[config.mk]
export PLATFORM = sky130hd
export DESIGN_NAME = dmem_arbiter
export DESIGN_NICKNAME = d
export VERILOG_FILES = /design/src/rtl/dmem_arb_pkg.sv /design/src/rtl/dmem_arbiter_burst_ctr.sv /design/src/rtl/dmem_arbiter.sv
export SDC_FILE = /design/constraint.sdc
export NUM_CORES = 1
export LEC_CHECK = 0
export ABC_AREA = 1
export ABC_CLOCK_PERIOD_IN_PS = 5300
export CAP_MARGIN = 10
export CELL_PAD_IN_SITES_DETAIL_PLACEMENT = 1
export CELL_PAD_IN_SITES_GLOBAL_PLACEMENT = 2
export CORE_MARGIN = 2
export CORE_UTILIZATION = 15
export CTS_CLUSTER_SIZE = 24
export DETAILED_ROUTE_END_ITERATION = 12
export GPL_TIMING_DRIVEN = 0
export HOLD_SLACK_MARGIN = 0.05
export PLACE_DENSITY = 0.9
export SYNTH_ARGS = -nofsm -noshare
export SYNTH_HDL_FRONTEND = slang
export SYNTH_HIERARCHICAL = 1
export SYNTH_SLANG_ARGS = --single-unit
[constraint.sdc]
create_clock -name clock -period 5.3 [get_ports clock]
set_clock_uncertainty 0.2 [all_clocks]
set_input_delay 1.06 -clock clock [delete_from_list [all_inputs] [get_ports clock]]
set_output_delay 1.06 -clock clock [all_outputs]
set_load 0.02 [all_outputs]
[src/rtl/dmem_arb_pkg.sv]
// Shared definitions for the data-memory arbiter: FSM states, IO access width
// code and default bus widths.
package dmem_arb_pkg;

  localparam int unsigned ADDR_W_DEF = 12;
  localparam int unsigned DATA_W_DEF = 32;

  localparam logic [2:0] ACCESS_WORD = 3'b010;

  typedef enum logic {
    ARB      = 1'b0,
    IO_BURST = 1'b1
  } arb_state_e;

endpackage

[src/rtl/dmem_arbiter_burst_ctr.sv]
// IO burst address generator: loads base+1 on burst entry, steps per granted
// beat, wraps modulo 2^ADDR_W and flags the final beat.
module arb_burst_ctr
  import dmem_arb_pkg::*;
#(
  parameter int unsigned ADDR_W    = ADDR_W_DEF,
  parameter int unsigned BURST_LEN = 16
) (
  input  logic              clock,
  input  logic              reset_n,
  input  logic              load_i,
  input  logic              step_i,
  input  logic [ADDR_W-1:0] base_i,
  output logic [ADDR_W-1:0] addr_o,
  output logic              last_o
);

  localparam int unsigned CNT_W = $clog2(BURST_LEN);
  localparam logic [CNT_W-1:0] CNT_LOAD = CNT_W'(BURST_LEN - 1);

  logic [ADDR_W-1:0] addr_q, addr_d;
  logic [CNT_W-1:0]  cnt_q, cnt_d;

  always_ff @(posedge clock or negedge reset_n) begin
    if (!reset_n) begin
      addr_q <= '0;
      cnt_q  <= '0;
    end else begin
      addr_q <= addr_d;
      cnt_q  <= cnt_d;
    end
  end

  always_comb begin
    addr_d = addr_q;
    cnt_d  = cnt_q;
    if (load_i) begin
      addr_d = base_i + ADDR_W'(1);
      cnt_d  = CNT_LOAD;
    end else if (step_i) begin
      addr_d = addr_q + ADDR_W'(1);
      cnt_d  = cnt_q - CNT_W'(1);
    end
  end

  assign addr_o = addr_q;
  assign last_o = (cnt_q == CNT_W'(1));

endmodule

[src/rtl/dmem_arbiter.sv]
// Two-port data-memory arbiter: CPU fixed priority, IO starvation override and
// IO bursts. Optional grant/conflict statistics under `DMEM_ARB_STATS_EN.
module dmem_arbiter
  import dmem_arb_pkg::*;
#(
  parameter int unsigned ADDR_W     = ADDR_W_DEF,
  parameter int unsigned DATA_W     = DATA_W_DEF,
  parameter int unsigned BURST_LEN  = 16,
  parameter int unsigned STARVE_MAX = 8
) (
  input  logic              clock,
  input  logic              reset_n,
  input  logic              cpu_req,
  input  logic              cpu_we,
  input  logic [ADDR_W-1:0] cpu_addr,
  input  logic [DATA_W-1:0] cpu_wdata,
  input  logic [2:0]        cpu_access_type,
  output logic              cpu_gnt,
  output logic              cpu_rvalid,
  output logic [DATA_W-1:0] cpu_rdata,
  input  logic              io_req,
  input  logic              io_burst,
  input  logic              io_we,
  input  logic [ADDR_W-1:0] io_addr,
  input  logic [DATA_W-1:0] io_wdata,
  output logic              io_gnt,
  output logic              io_rvalid,
  output logic [DATA_W-1:0] io_rdata,
  output logic              mem_wEn,
  output logic [ADDR_W-1:0] mem_addr,
  output logic [DATA_W-1:0] mem_dataIn,
  output logic [2:0]        mem_access_type,
  input  logic [DATA_W-1:0] mem_dataOut
`ifdef DMEM_ARB_STATS_EN
  ,
  input  logic              stat_clr,
  output logic [15:0]       stat_cpu_grants,
  output logic [15:0]       stat_io_grants,
  output logic [15:0]       stat_conflicts
`endif
);

  localparam int unsigned SW = $clog2(STARVE_MAX + 1);
  localparam logic [SW-1:0] STARVE_LIM = SW'(STARVE_MAX);

  arb_state_e        state_q, state_d;
  logic [SW-1:0]     starve_q, starve_d;
  logic              cpu_rvalid_q, io_rvalid_q;
  logic              burst_load, burst_step, burst_last;
  logic [ADDR_W-1:0] burst_addr;

  arb_burst_ctr #(
    .ADDR_W   (ADDR_W),
    .BURST_LEN(BURST_LEN)
  ) u_burst_ctr (
    .clock  (clock),
    .reset_n(reset_n),
    .load_i (burst_load),
    .step_i (burst_step),
    .base_i (io_addr),
    .addr_o (burst_addr),
    .last_o (burst_last)
  );

  // Grants are gated by reset_n so nothing reaches the RAM while reset is held.
  always_comb begin
    cpu_gnt    = 1'b0;
    io_gnt     = 1'b0;
    burst_load = 1'b0;
    burst_step = 1'b0;
    state_d    = state_q;
    if (reset_n) begin
      case (state_q)
        ARB: begin
          if (io_req && ((starve_q == STARVE_LIM) || !cpu_req)) begin
            io_gnt = 1'b1;
          end else if (cpu_req) begin
            cpu_gnt = 1'b1;
          end
          if (io_gnt && io_burst) begin
            burst_load = 1'b1;
            state_d    = IO_BURST;
          end
        end
        IO_BURST: begin
          io_gnt     = io_req;
          burst_step = io_req;
          if (!io_req || burst_last) begin
            state_d = ARB;
          end
        end
        default: state_d = ARB;
      endcase
    end
  end

  always_comb begin
    mem_wEn         = 1'b0;
    mem_addr        = '0;
    mem_dataIn      = '0;
    mem_access_type = '0;
    if (cpu_gnt) begin
      mem_wEn         = cpu_we;
      mem_addr        = cpu_addr;
      mem_dataIn      = cpu_wdata;
      mem_access_type = cpu_access_type;
    end else if (io_gnt) begin
      mem_wEn         = io_we;
      mem_addr        = (state_q == IO_BURST) ? burst_addr : io_addr;
      mem_dataIn      = io_wdata;
      mem_access_type = ACCESS_WORD;
    end
  end

  always_comb begin
    starve_d = starve_q;
    if (io_gnt) begin
      starve_d = '0;
    end else if (io_req && (starve_q != STARVE_LIM)) begin
      starve_d = starve_q + SW'(1);
    end
  end

  always_ff @(posedge clock or negedge reset_n) begin
    if (!reset_n) begin
      state_q      <= ARB;
      starve_q     <= '0;
      cpu_rvalid_q <= 1'b0;
      io_rvalid_q  <= 1'b0;
    end else begin
      state_q      <= state_d;
      starve_q     <= starve_d;
      cpu_rvalid_q <= cpu_gnt & ~cpu_we;
      io_rvalid_q  <= io_gnt & ~io_we;
    end
  end

  assign cpu_rvalid = cpu_rvalid_q;
  assign io_rvalid  = io_rvalid_q;
  assign cpu_rdata  = cpu_rvalid_q ? mem_dataOut : '0;
  assign io_rdata   = io_rvalid_q ? mem_dataOut : '0;

`ifdef DMEM_ARB_STATS_EN
  logic [15:0] st_cpu_q, st_io_q, st_conf_q;

  always_ff @(posedge clock or negedge reset_n) begin
    if (!reset_n) begin
      st_cpu_q  <= '0;
      st_io_q   <= '0;
      st_conf_q <= '0;
    end else if (stat_clr) begin
      st_cpu_q  <= '0;
      st_io_q   <= '0;
      st_conf_q <= '0;
    end else begin
      if (cpu_gnt && (st_cpu_q != '1))            st_cpu_q  <= st_cpu_q + 16'd1;
      if (io_gnt && (st_io_q != '1))              st_io_q   <= st_io_q + 16'd1;
      if (cpu_req && io_req && (st_conf_q != '1)) st_conf_q <= st_conf_q + 16'd1;
    end
  end

  assign stat_cpu_grants = st_cpu_q;
  assign stat_io_grants  = st_io_q;
  assign stat_conflicts  = st_conf_q;
`endif

endmodule

* After elaboration in Yosys (flattened, before gate mapping)
Index checks and enable logic that the tools add are counted.
** Storage, ports and cells
- Logic and storage cells :: 60
- Output and inout bits :: 116
- Register bits after elaboration :: 23
** Operators by class
- Multiplexer cells :: 33
- Add/sub/neg operators :: 4
- Equality and inequality tests :: 3
- Reductions and logical operators :: 9
- Bitwise operators :: 5
** Operators with widths (count)
- 32-bit 2-to-1 mux :: 4
- 12-bit 2-to-1 mux :: 5
- 12-bit by 1-bit adder with 12-bit output, second input constant :: 2
- 1-bit 2-to-1 mux :: 16
- 4-bit 2-to-1 mux :: 4
- 4-bit by 1-bit adder with 4-bit output, second input constant :: 1
- 4-bit by 1-bit equality test with 1-bit output, second input constant :: 1
- 4-bit equality test, second input constant :: 1
- 4-bit != test, second input constant :: 1
- 1-bit one-hot mux with 2 select lines :: 2
- 2-bit nonzero test :: 2
- 4-bit by 1-bit subtractor with 4-bit output, second input constant :: 1
- 1-bit logical AND :: 3
- 3-bit 2-to-1 mux :: 1
- 1-bit NOT :: 3
- 1-bit bitwise AND :: 2
- 1-bit logical NOT :: 2
- 1-bit logical OR :: 2
- 2-bit 2-to-1 mux :: 1

* Longest topological paths before layout
- Depth after elaboration :: 11
- Mapped depth :: 19
- Mapped depth without buffers :: 16

* Hierarchy
The synthesis kept the hierarchy.
** By module, submodules not included
- dmem_arbiter :: seq. area each 175.2 µm², instances 1, cells an instance 389, area an instance 1759.2 µm²
- arb_burst_ctr :: seq. area each 400.4 µm², instances 1, cells an instance 157, area an instance 1158.6 µm²

* Worst setup path before layout
OpenSTA, ideal clock, no wires.
- Path kind :: input-to-output
- From :: input io_req
- To :: output mem_addr[0]
- Stages on the path :: 8
- Arrival time :: 1880 ps
- Path slack :: 2160 ps
- Cells stage by stage :: buf_2 nand2_1 inv_1 nand2_1 nand2_2 buf_4 nand2_1 nand2_1
** On the way
- Cells in the longest elaborated chain, start to end :: 8
- Elaborated cells between the ends (all ways) :: 11
** RTL lines
- start: declaration :: line dmem_arbiter.sv:21 : input logic io_req,
- 1-bit logical AND :: line dmem_arbiter.sv:75 : if (io_req && ((starve_q == STARVE_LIM) || !cpu_req)) begin
- 1-bit 2-to-1 mux :: line dmem_arbiter.sv:75
- 1-bit 2-to-1 mux :: line dmem_arbiter.sv:73 : case (state_q)
- 1-bit 2-to-1 mux :: line dmem_arbiter.sv:72 : if (reset_n) begin
- 1-bit one-hot mux with 2 select lines (*) :: line dmem_arbiter.sv:73
- 1-bit 2-to-1 mux (*) :: line dmem_arbiter.sv:72
- net io_gnt :: line dmem_arbiter.sv:26 : output logic io_gnt,
- 12-bit 2-to-1 mux (*) :: line dmem_arbiter.sv:107 : end else if (io_gnt) begin
- 12-bit 2-to-1 mux (*) :: line dmem_arbiter.sv:102 : if (cpu_gnt) begin
- end: declaration :: line dmem_arbiter.sv:30 : output logic [ADDR_W-1:0] mem_addr,
Mark *: on every way through the listed nets, which the timed path passes. The rest lies on a longest branch. The select of a mux whose other input is x is not followed.

* Worst setup path after layout
- From :: input reset_n
- To :: output mem_addr[0]
** On the way
- Cells in the longest elaborated chain, start to end :: 3
- Elaborated cells between the ends (all ways) :: 4
** RTL lines
- start: declaration :: line dmem_arbiter.sv:12 : input logic reset_n,
- 1-bit 2-to-1 mux :: line dmem_arbiter.sv:72
- 12-bit 2-to-1 mux :: line dmem_arbiter.sv:107
- 12-bit 2-to-1 mux (*) :: line dmem_arbiter.sv:102
Mark *: on every way between the ends. The rest lies on a longest branch, timed or not.

==> results.toml <==
[outcome]
outcome = "complete, no violations"

[clock_network]
holdBufCountCts = 0
cts_tree = "built"
clk_path_buf_depth = 2
clkLatencyLatePin_ps = 260
numCtsBuffers = 3
cts.clk_slew.worst_paths_ps = 70
cts_sinks = 23
htreeDepth = 1
cts_setup_buffers = 0
cts_resized = 0
cts_root_buf = "clkbuf_16"

[finish]
area_delta_synth_final_pct = 98.3
antennaDiodeCount = 0
fin_nets = 931
drive_gt1_share_pct = 6.67

[die]
rows = 51
die_y_um = 143
die_area_um2 = 20600
ioPinCount = 246
die_w_um = 143
core-area_um2 = 19300
initial_core_util_pct = 15.1

[detailed_routing]
wl_per_cell_um = 14.1
drc = 0
viasPerCell = 3.93
vias = 4171
ant_nets = 0
first_pass_iters = 4
dr.first_iter.drc_count = 123
routed_wl_um = 15000

[worst_setup_path]
critPathLaunchType = "input port"
critPathArrivalTime_ps = 3740
worstSetupEndpointType = "output port"
cp.required_ps = 4040
cp_max_fo = 16
crit_type = "input port to output port"

[timing]
setup_viol = 0
hold_viol = 0
worst_pin_slew_ps = 834
rsz0062_at_grt = "false"
finalMaxSlewViolations = 0
finalSetupTns_ps = 0
fmax_ghz = 0.200
fin_ws_ps = 298
maxSlewHeadroom_pct = 44.2
period_needed_ps = 5000
post-route-period-util_pct = 94.4

[power]
clkPwrFrac_pct = 14.8
switchingPower_mw = 0.517
combPwrFrac_pct = 59.6
power_density_nw_per_um2 = 202
pwr-share-seq_pct = 25.6
p_sw_share_pct = 44.2
intPower_mw = 0.654
p_leak_nw = 3.01
max-vdd-ir-drop_v = 0.000164

[logic_synthesis]
synth_fa_ha_area_share_pct = 2.14
synth_compound_area_share_pct = 3.69
syn_area_um2 = 2920
yosys_warnings = 6
yosys.area.top_type = "nand2_1"
syn_inst = 546
synthSimpleGateAreaFrac_pct = 55.2
synth_commonest_cells = "nand2_1 (266), inv_1 (92), nand3_1 (61), dfrtp_1 (23), nor2_1 (18)"
ys_top_cells_by_area = "nand2_1 (34%), dfrtp_1 (20%), inv_1 (12%)"
synth.most_common_cell = "nand2_1"
synth-xor-area-share_pct = 0.300
synthMuxAreaShare_pct = 0
syn_area_per_cell_um2 = 5.34
ys_types = 26
synth-main-ff-cell = "dfrtp_1"
synth_edf_count = 0
synth_top_family_by_area = "simple AND/OR/NAND/NOR gates"
synth_fp_nets = 681
yosysSeqAreaShare_pct = 19.7
async_flop_share_pct = 100
netlist.area_leader.share_pct = 34.2
ys_seq_elements = 23

[global_routing]
antenna_found_initial = 1
grt_max_degree = 17
grtUsageTotal_pct = 13.5
grt_pass1_wl_um = 21900
overflow = 0
first_global_vias = 4124

[job]
max-cap-violations = 0

[placement]
preCtsSetupSlack_ps = 215
place_congestion = 0.770
dp_hpwl_um = 12900
io_buffers = 244

[hold_path]
hold_path.class = "flop to flop"
==> area by class of cell <==
type | instances | area (um2)
clock buffers | 3 | 75.1
well taps | 265 | 332
fillers | 2475 | 13500
inverters | 94 | 358
repair buffers | 245 | 2460
multi-input cells | 400 | 1790
clock inverters | 1 | 5.00
plain buffers | 29 | 194
flip-flops and latches | 23 | 576
==> state kept, by name (all words and copies together), names as in the netlist <==
name                cells
u_burst_ctr/cnt_q       4
io_rvalid               1
starve_q                4
cpu_rvalid              1
u_burst_ctr/addr_o     12
state_q                 1
==> power groups by stage <==
stage | registers, mW | logic [mW] | clock network, mW
6_report | 0.299 | 0.698 | 0.173
5_1_grt | 0.310 | 0.779 | 0.181
3_5_place_dp | 0.303 | 0.706 | 0
3_3_place_gp | 0.300 | 0.691 | 0
4_1_cts | 0.300 | 0.709 | 0.176
2_1_floorplan | 0.287 | 0.401 | 0
==> layout by cell type (no fill, tap or decap), types with 7 or more instances in the layout <==
| cell type | count |
|---|---|
| buf_2 | 10 |
| buf_4 | 7 |
| clkbuf_1 | 7 |
| clkdlybuf4s50_1 | 244 |
| dfrtp_1 | 23 |
| inv_1 | 92 |
| nand2_1 | 266 |
| nand2_2 | 11 |
| nand3_1 | 61 |
| nor2_1 | 18 |
| o21ai_0 | 13 |
==> layer usage <==
layer  vias up  wire length (um)  track usage [%]
met5         -                13                0
met4         2                43            0.826
met2       130              7700             26.3
li1       2117                 -                -
met1      1916              6250             16.1
met3         6               973             2.23
==> metrics by stage <==
| step | instances | power, mW | util, % | cell area, um2 | hold slack, ps |
|---|---|---|---|---|---|
| after floorplan | 546 | 0.688 | - | 2920 | 259 |
| after global placement | 1055 | 0.991 | 29.5 | 5690 | 286 |
| after detailed placement | 1056 | 1.01 | 29.6 | 5710 | 300 |
| after CTS | 1060 | 1.18 | 30.0 | 5790 | 310 |
| after global routing | 1060 | 1.27 | 30.0 | 5790 | 360 |
| final | 1060 | 1.17 | 30.0 | 5790 | 314 |
==> cell families (layout without fill, tap and decap cells) <==
family          Yosys count  in the layout
xor+xnor                  1              1
fa+ha+maj                 5              5
compound gates           21             21
buf+inv                 123            372
simple gates            373            373
flops                    23             23
==> critical path, stage by stage <==
cell and delay, ps:
clkdlybuf4s50_1 1010, buf_8 240, nand2_1 80, nor2_2 100, buf_4 210, buf_4 220
nand3_1 90, nand2_1 80, clkdlybuf4s50_1 620
==> final timing paths <==
| path | slack [ps] | end | cells past startpoint | startpoint |
|---|---|---|---|---|
| worst max-delay path | 300 | mem_addr[0] | 9 | reset_n |
| min in group asynchronous | 1070 | u_burst_ctr/addr_o[9] | 1 | reset_n |
| max in group asynchronous | 3250 | starve_q[0] | 2 | reset_n |
| worst min-delay path | 310 | u_burst_ctr/cnt_q[3] | 1 | u_burst_ctr/cnt_q[3] |
| worst max register to register | 2280 | u_burst_ctr/addr_o[6] | 18 | starve_q[0] |
| worst min register to register | 310 | u_burst_ctr/cnt_q[3] | 1 | u_burst_ctr/cnt_q[3] |
No activity file was read; power rests on OpenSTA's default activity.
==> edit 1: new RTL, same settings <==
Take the reset off `addr_q` and load it in a clocked block of its own.
--- a/src/rtl/dmem_arbiter_burst_ctr.sv
+++ b/src/rtl/dmem_arbiter_burst_ctr.sv
@@ -25,8 +25,10 @@
     if (!reset_n) begin
-      addr_q <= '0;
       cnt_q  <= '0;
     end else begin
-      addr_q <= addr_d;
       cnt_q  <= cnt_d;
     end
+  end
+
+  always_ff @(posedge clock) begin
+    addr_q <= addr_d;
   end
Function: same outputs for any inputs over 10 cycles, from zero or initial values and one cycle with reset_n low; that may be too few to reach the edited logic, so the function may still have changed.
==> edit 1 against the original RTL <==
  * Power is 19% lower
  * Worst hold slack better by 0.00070 ns
  * Design area is 2.4% lower
  * Via count is 6.3% lower
  * Area after synthesis is 3.0% lower
  * Highest routed layer is now met4
  * Sequential power is 17% lower
  * Setup slack better by 0.13 ns
  * Sequential share of layout area is 1.3 points higher
  * Wire length is 4.9% lower
  * Sequential cell count stayed put
==> edit 1: results (changes against the original RTL) <==
Detailed Place HPWL: 12000 um (was 12900 um)
Internal power: 0.000577 W (was 0.000654 W)
Drt wl/cell: 14.4 um (was 14.1 um)
Main synth FF type: edfxtp_1 (was dfrtp_1)
Relative slew slack: 54.8% (was 44.2%)
GR Util All Layers: 13.8% (was 13.5%)
Initial antenna violation count: 0 (was 1)
Largest net degree at the start of global routing: 16 (was 17)
Routability congestion estimate: 0.748 (was 0.770)
Outcome: completed (unchanged)
Dpl ws: 0.301 ns (was 0.215 ns)
Leakage: 2.92 nW (was 3.01 nW)
Kind of cell adding the most delay to the critical path: buffers and inverters (unchanged)
Synth area leaders: nand2_1 33%, edfxtp_1 13%, inv_1 11% (was nand2_1 34%, dfrtp_1 20%, inv_1 12%)
Peak supply drop: 107 uV (was 164 uV)
Critical path peak fanout: 15 (was 16)
Post-synthesis xor/xnor area fraction: 1.86% (was 0.300%)
Synth top cells by count: 252 x nand2_1, 86 x inv_1, 51 x nand3_1 (was 266 x nand2_1, 92 x inv_1, 61 x nand3_1)
Adder-cell share of the synthesized area: 2.21% (was 2.14%)
Synth unique cells: 28 (was 26)
Mapped Cells: 509 (was 546)
Vias in the first global route: 4009 (was 4124)
Ys async rst share: 47.8% (was 100%)
EDFF count, synth: 12 (was 0)
Global-route wire length before repair: 21800 um (was 21900 um)
Synth Net Count: 644 (was 681)
Largest stage delay on the critical path: 0.90 ns (was 1.01 ns)
Via-to-Cell Ratio: 3.94 (was 3.93)
Layout Cells excl Fill: 991 (was 1060)
CP arrival: 3.61 ns (was 3.74 ns)
Share of cells above drive strength 1: 6.61% (was 6.67%)
Complex-gate fraction of the synthesized area: 1.77% (was 3.69%)
Nets: 893 (was 931)
Sequential share of the synthesized area: 22.5% (was 19.7%)
==> edit 1: layout make-up <==
class / count / area, um^2
Buffer: 27 / 184
Clock buffer: 3 / 75.1
Clock inverter: 1 / 5.00
Fill cell: 2365 / 12900
Inverter: 89 / 339
Multi-Input combinational cell: 370 / 1670
Sequential cell: 23 / 636
Tap cell: 234 / 293
Timing Repair Buffer: 244 / 2440
==> edit 1: final timing paths <==
| kind | start | to | slack [ns] | depth (start not counted) |
|---|---|---|---|---|
| setup / recovery | reset_n | mem_dataIn[29] | 0.43 | 8 |
| hold / removal | u_burst_ctr/cnt_q[3] | u_burst_ctr/cnt_q[3] | 0.31 | 1 |
| setup reg to reg | starve_q[0] | u_burst_ctr/addr_o[10] | 2.23 | 18 |
| hold reg to reg | u_burst_ctr/cnt_q[3] | u_burst_ctr/cnt_q[3] | 0.31 | 1 |
| max in group asynchronous | reset_n | u_burst_ctr/cnt_q[2] | 3.46 | 1 |
| min in group asynchronous | reset_n | u_burst_ctr/cnt_q[0] | 1.00 | 1 |
==> edit 1: routing by layer <==
metal / wire length (um) / track usage (%) / vias up
met3: 943 / 2.67 / 9
met1: 5840 / 15.8 / 1761
met4: 132 / 2.11 / 0
li1: - / - / 2000
met5: 0 / 0 / -
met2: 7340 / 26.6 / 137
==> edit 1: kinds of logic after synthesis <==
kind of cell | Yosys count
AO/OA/AOI/OAI | 10
AND/OR/NAND/NOR | 349
adder cells (fa/ha/maj) | 5
flip-flops | 23
buffers and inverters | 116
XOR/XNOR | 6
==> edit 1: power by group through the flow <==
stage               logic (W)  clock network, W  registers [W]
global placement     0.000530                 0       0.000251
global route         0.000587          0.000186       0.000254
finish               0.000530          0.000174       0.000248
CTS                  0.000541          0.000179       0.000248
floorplan            0.000262                 0       0.000245
detailed placement   0.000538                 0       0.000252
==> edit 1: stage by stage <==
step           area [um^2]  power [W]  util (%)  hold WS, ns
6_report              5650   0.000952      30.4        0.315
5_1_grt               5650    0.00103      30.4        0.365
4_1_cts               5650   0.000968      30.4        0.324
3_5_place_dp          5570   0.000790      30.0        0.311
3_3_place_gp          5570   0.000781      30.0        0.274
2_1_floorplan         2830   0.000507         -        0.258
==> edit 2: new RTL, same settings <==
Made on the original files. `BURST_LEN` is set to 16 in 2 places; all go to 32.
--- a/src/rtl/dmem_arbiter_burst_ctr.sv
+++ b/src/rtl/dmem_arbiter_burst_ctr.sv
@@ -6,3 +6,3 @@
   parameter int unsigned ADDR_W    = ADDR_W_DEF,
-  parameter int unsigned BURST_LEN = 16
+  parameter int unsigned BURST_LEN = 32
 ) (
--- a/src/rtl/dmem_arbiter.sv
+++ b/src/rtl/dmem_arbiter.sv
@@ -7,3 +7,3 @@
   parameter int unsigned DATA_W     = DATA_W_DEF,
-  parameter int unsigned BURST_LEN  = 16,
+  parameter int unsigned BURST_LEN  = 32,
   parameter int unsigned STARVE_MAX = 8
Function: no difference found for any inputs over 10 cycles, from zero or initial values and one cycle with reset_n low; that may be too few to reach the edited logic, so the function may still have changed.
==> edit 2 against the original RTL <==
  * Sequential share of layout area increased by 0.31 points
  * Sequential cell count increased by 1
  * Wire length decreased by 2.8%
  * Final cell count about the same
  * Largest power group unchanged
  * Power increased by 4.4%
  * Via count decreased by 1.2%
  * Area after synthesis increased by 1.5%
  * Clock power increased by 30%
  * Count of clock-buffer cells in the layout unchanged
  * Design area increased by 1.2%
  * Setup slack improved by 0.072 ns
  * Core utilization increased by 0.16 points
==> edit 2: results (changes against the original RTL) <==
Outcome: completed (unchanged)
Dpl ws: 0.249 ns (was 0.215 ns)
Sequential share of power: 25.5% (was 25.6%)
Clock Latency Late Sink: 0.26 ns (about the same)
Synth unique cells: 29 (was 26)
Sequential share of the synthesized area: 20.3% (was 19.7%)
Fill count: 2491 (was 2475)
Clk root buf: clkbuf_16 (unchanged)
Final WS setup: 0.370 ns (was 0.298 ns)
Routability congestion estimate: 0.763 (was 0.770)
Worst reg-to-reg path cell count: 18 (unchanged)
Share of cells above drive strength 1: 6.78% (was 6.67%)
Synth top cells by count: 267 x nand2_1, 91 x inv_1, 59 x nand3_1 (was 266 x nand2_1, 92 x inv_1, 61 x nand3_1)
Cell count after placement: 1057 (was 1056)
Nets: 932 (was 931)
HP Class: reg2reg (unchanged)
Vias in the first global route: 4156 (was 4124)
ANT cells: 0 (unchanged)
Cts repair resizes: 0 (unchanged)
Via-to-Cell Ratio: 3.88 (was 3.93)
Drt wl/cell: 13.7 um (was 14.1 um)
Reg clk slew, reported paths: 0.07 ns (about the same)
TritonCTS buffer count: 3 (unchanged)
Depth of the CTS H-tree: 1 (unchanged)
Global-route wire length before repair: 21500 um (was 21900 um)
Synth Net Count: 682 (was 681)
Reg2Reg Setup Slack: 2.30 ns (was 2.28 ns)
Slowest CP cell: clkdlybuf4s50_1 (unchanged)
Initial antenna violation count: 0 (was 1)
Leakage: 3.04 nW (was 3.01 nW)
CP Capture Point: mem_access_type[1] (was mem_addr[0])
CTS Buffer Depth: 2 (unchanged)
Main synth FF type: dfrtp_1 (unchanged)
Mapped Cells: 547 (was 546)
GR Util All Layers: 13.0% (was 13.5%)
Count leader, synth: nand2_1 (unchanged)
Synth area leaders: nand2_1 34%, dfrtp_1 20%, inv_1 12% (unchanged)
Largest stage delay on the critical path: 0.83 ns (was 1.01 ns)
Crit path from: reset_n (unchanged)
Switching Share: 41.9% (was 44.2%)
Yosys warns: 6 (unchanged)
Pre-antenna DRT Iters: 4 (unchanged)
Relative slew slack: 61.7% (was 44.2%)
Largest register FFs: 12 (unchanged)
Kind of cell adding the most delay to the critical path: buffers and inverters (unchanged)
Peak supply drop: 130 uV (was 164 uV)
Worst r2r dst: u_burst_ctr/addr_o[10] (was u_burst_ctr/addr_o[6])
Drt initial violations: 64 (was 123)
Critical path peak fanout: 19 (was 16)
Number of I/O port buffers: 244 (unchanged)
Post-Place Cell Area: 5750 um^2 (was 5710 um^2)
FF-to-FF Start: starve_q[0] (unchanged)
Detailed Place HPWL: 12500 um (was 12900 um)
Vias: 4121 (was 4171)
Clock net power: 0.000225 W (was 0.000173 W)
Ys async rst share: 100% (unchanged)
Largest net degree at the start of global routing: 20 (was 17)
edit 2: cell types whose count changed in the layout (fill, tap and decap cells not counted), sizes merged, moves of 2 or more:
cell / delta
nor2: -3
xor2: +2
a31oi: -2
buf: -2
nand3: -2
nor3: +2
edit 2: worst reg2reg max path, stage by stage, from the launching register on:
cell      delay (ns)
dfrtp_1         0.41
inv_1           0.08
ha_1            0.23
nand3_2         0.11
nand2_1         0.08
nand2_1         0.16
buf_2           0.28
nor2_1          0.08
buf_6           0.15
clkinv_4        0.07
buf_12          0.13
nand2_2         0.07
nand2_4         0.09
ha_1            0.22
nand3_2         0.14
nor2_4          0.16
nand3_1         0.08
nand3_1         0.09
nand2_1         0.05
edit 2: metrics by stage:
step                      total power (W)  hold WS (ns)
final                             0.00122         0.310
after global routing              0.00132         0.355
after CTS                         0.00124         0.319
after detailed placement          0.00101         0.302
after global placement           0.000989         0.295
after floorplan                  0.000692         0.271
edit 2: how the worst min path moves through the flow:
| stage | startpoint | to | slack [ns] | depth (start not counted) |
|---|---|---|---|---|
| floorplan | u_burst_ctr/addr_o[11] | u_burst_ctr/addr_o[11] | 0.27 | 2 |
| global placement | u_burst_ctr/addr_o[9] | u_burst_ctr/addr_o[9] | 0.29 | 2 |
| detailed placement | u_burst_ctr/addr_o[8] | u_burst_ctr/addr_o[8] | 0.30 | 2 |
| CTS | u_burst_ctr/addr_o[10] | u_burst_ctr/addr_o[10] | 0.32 | 2 |
| global route | u_burst_ctr/addr_o[10] | u_burst_ctr/addr_o[10] | 0.36 | 2 |
| finish | u_burst_ctr/addr_o[10] | u_burst_ctr/addr_o[10] | 0.31 | 2 |
edit 2: metal layers:
layer | share of wire, % | global-route usage, % | wire [um] | up-vias
li1 | - | - | - | 2119
met1 | 39 | 14.7 | 5710 | 1848
met2 | 52 | 25.8 | 7610 | 152
met3 | 8.3 | 2.85 | 1200 | 2
met4 | 0.24 | 0.613 | 35 | 0
met5 | 0 | 0 | 0 | -
edit 2: cell families (layout without fill, tap and decap cells):
| kind of cell | Yosys count | in the layout | share of synthesized area (%) |
|---|---|---|---|
| XOR/XNOR | 4 | 4 | 1.18 |
| AND/OR/NAND/NOR | 372 | 372 | 54.5 |
| AO/OA/AOI/OAI | 20 | 20 | 3.51 |
| buffers and inverters | 122 | 371 | 18.4 |
| adder cells (fa/ha/maj) | 5 | 5 | 2.11 |
| flip-flops | 24 | 24 | 20.3 |
edit 2: area by class of cell:
class	count	area, um^2	share of cell area, %
repair buffers	245	2460	42.0
multi-input cells	401	1820	31.0
flip-flops and latches	24	601	10.3
inverters	94	358	6.11
well taps	265	332	5.66
plain buffers	28	188	3.21
clock buffers	3	75.1	1.28
clock inverters	1	30.0	0.513
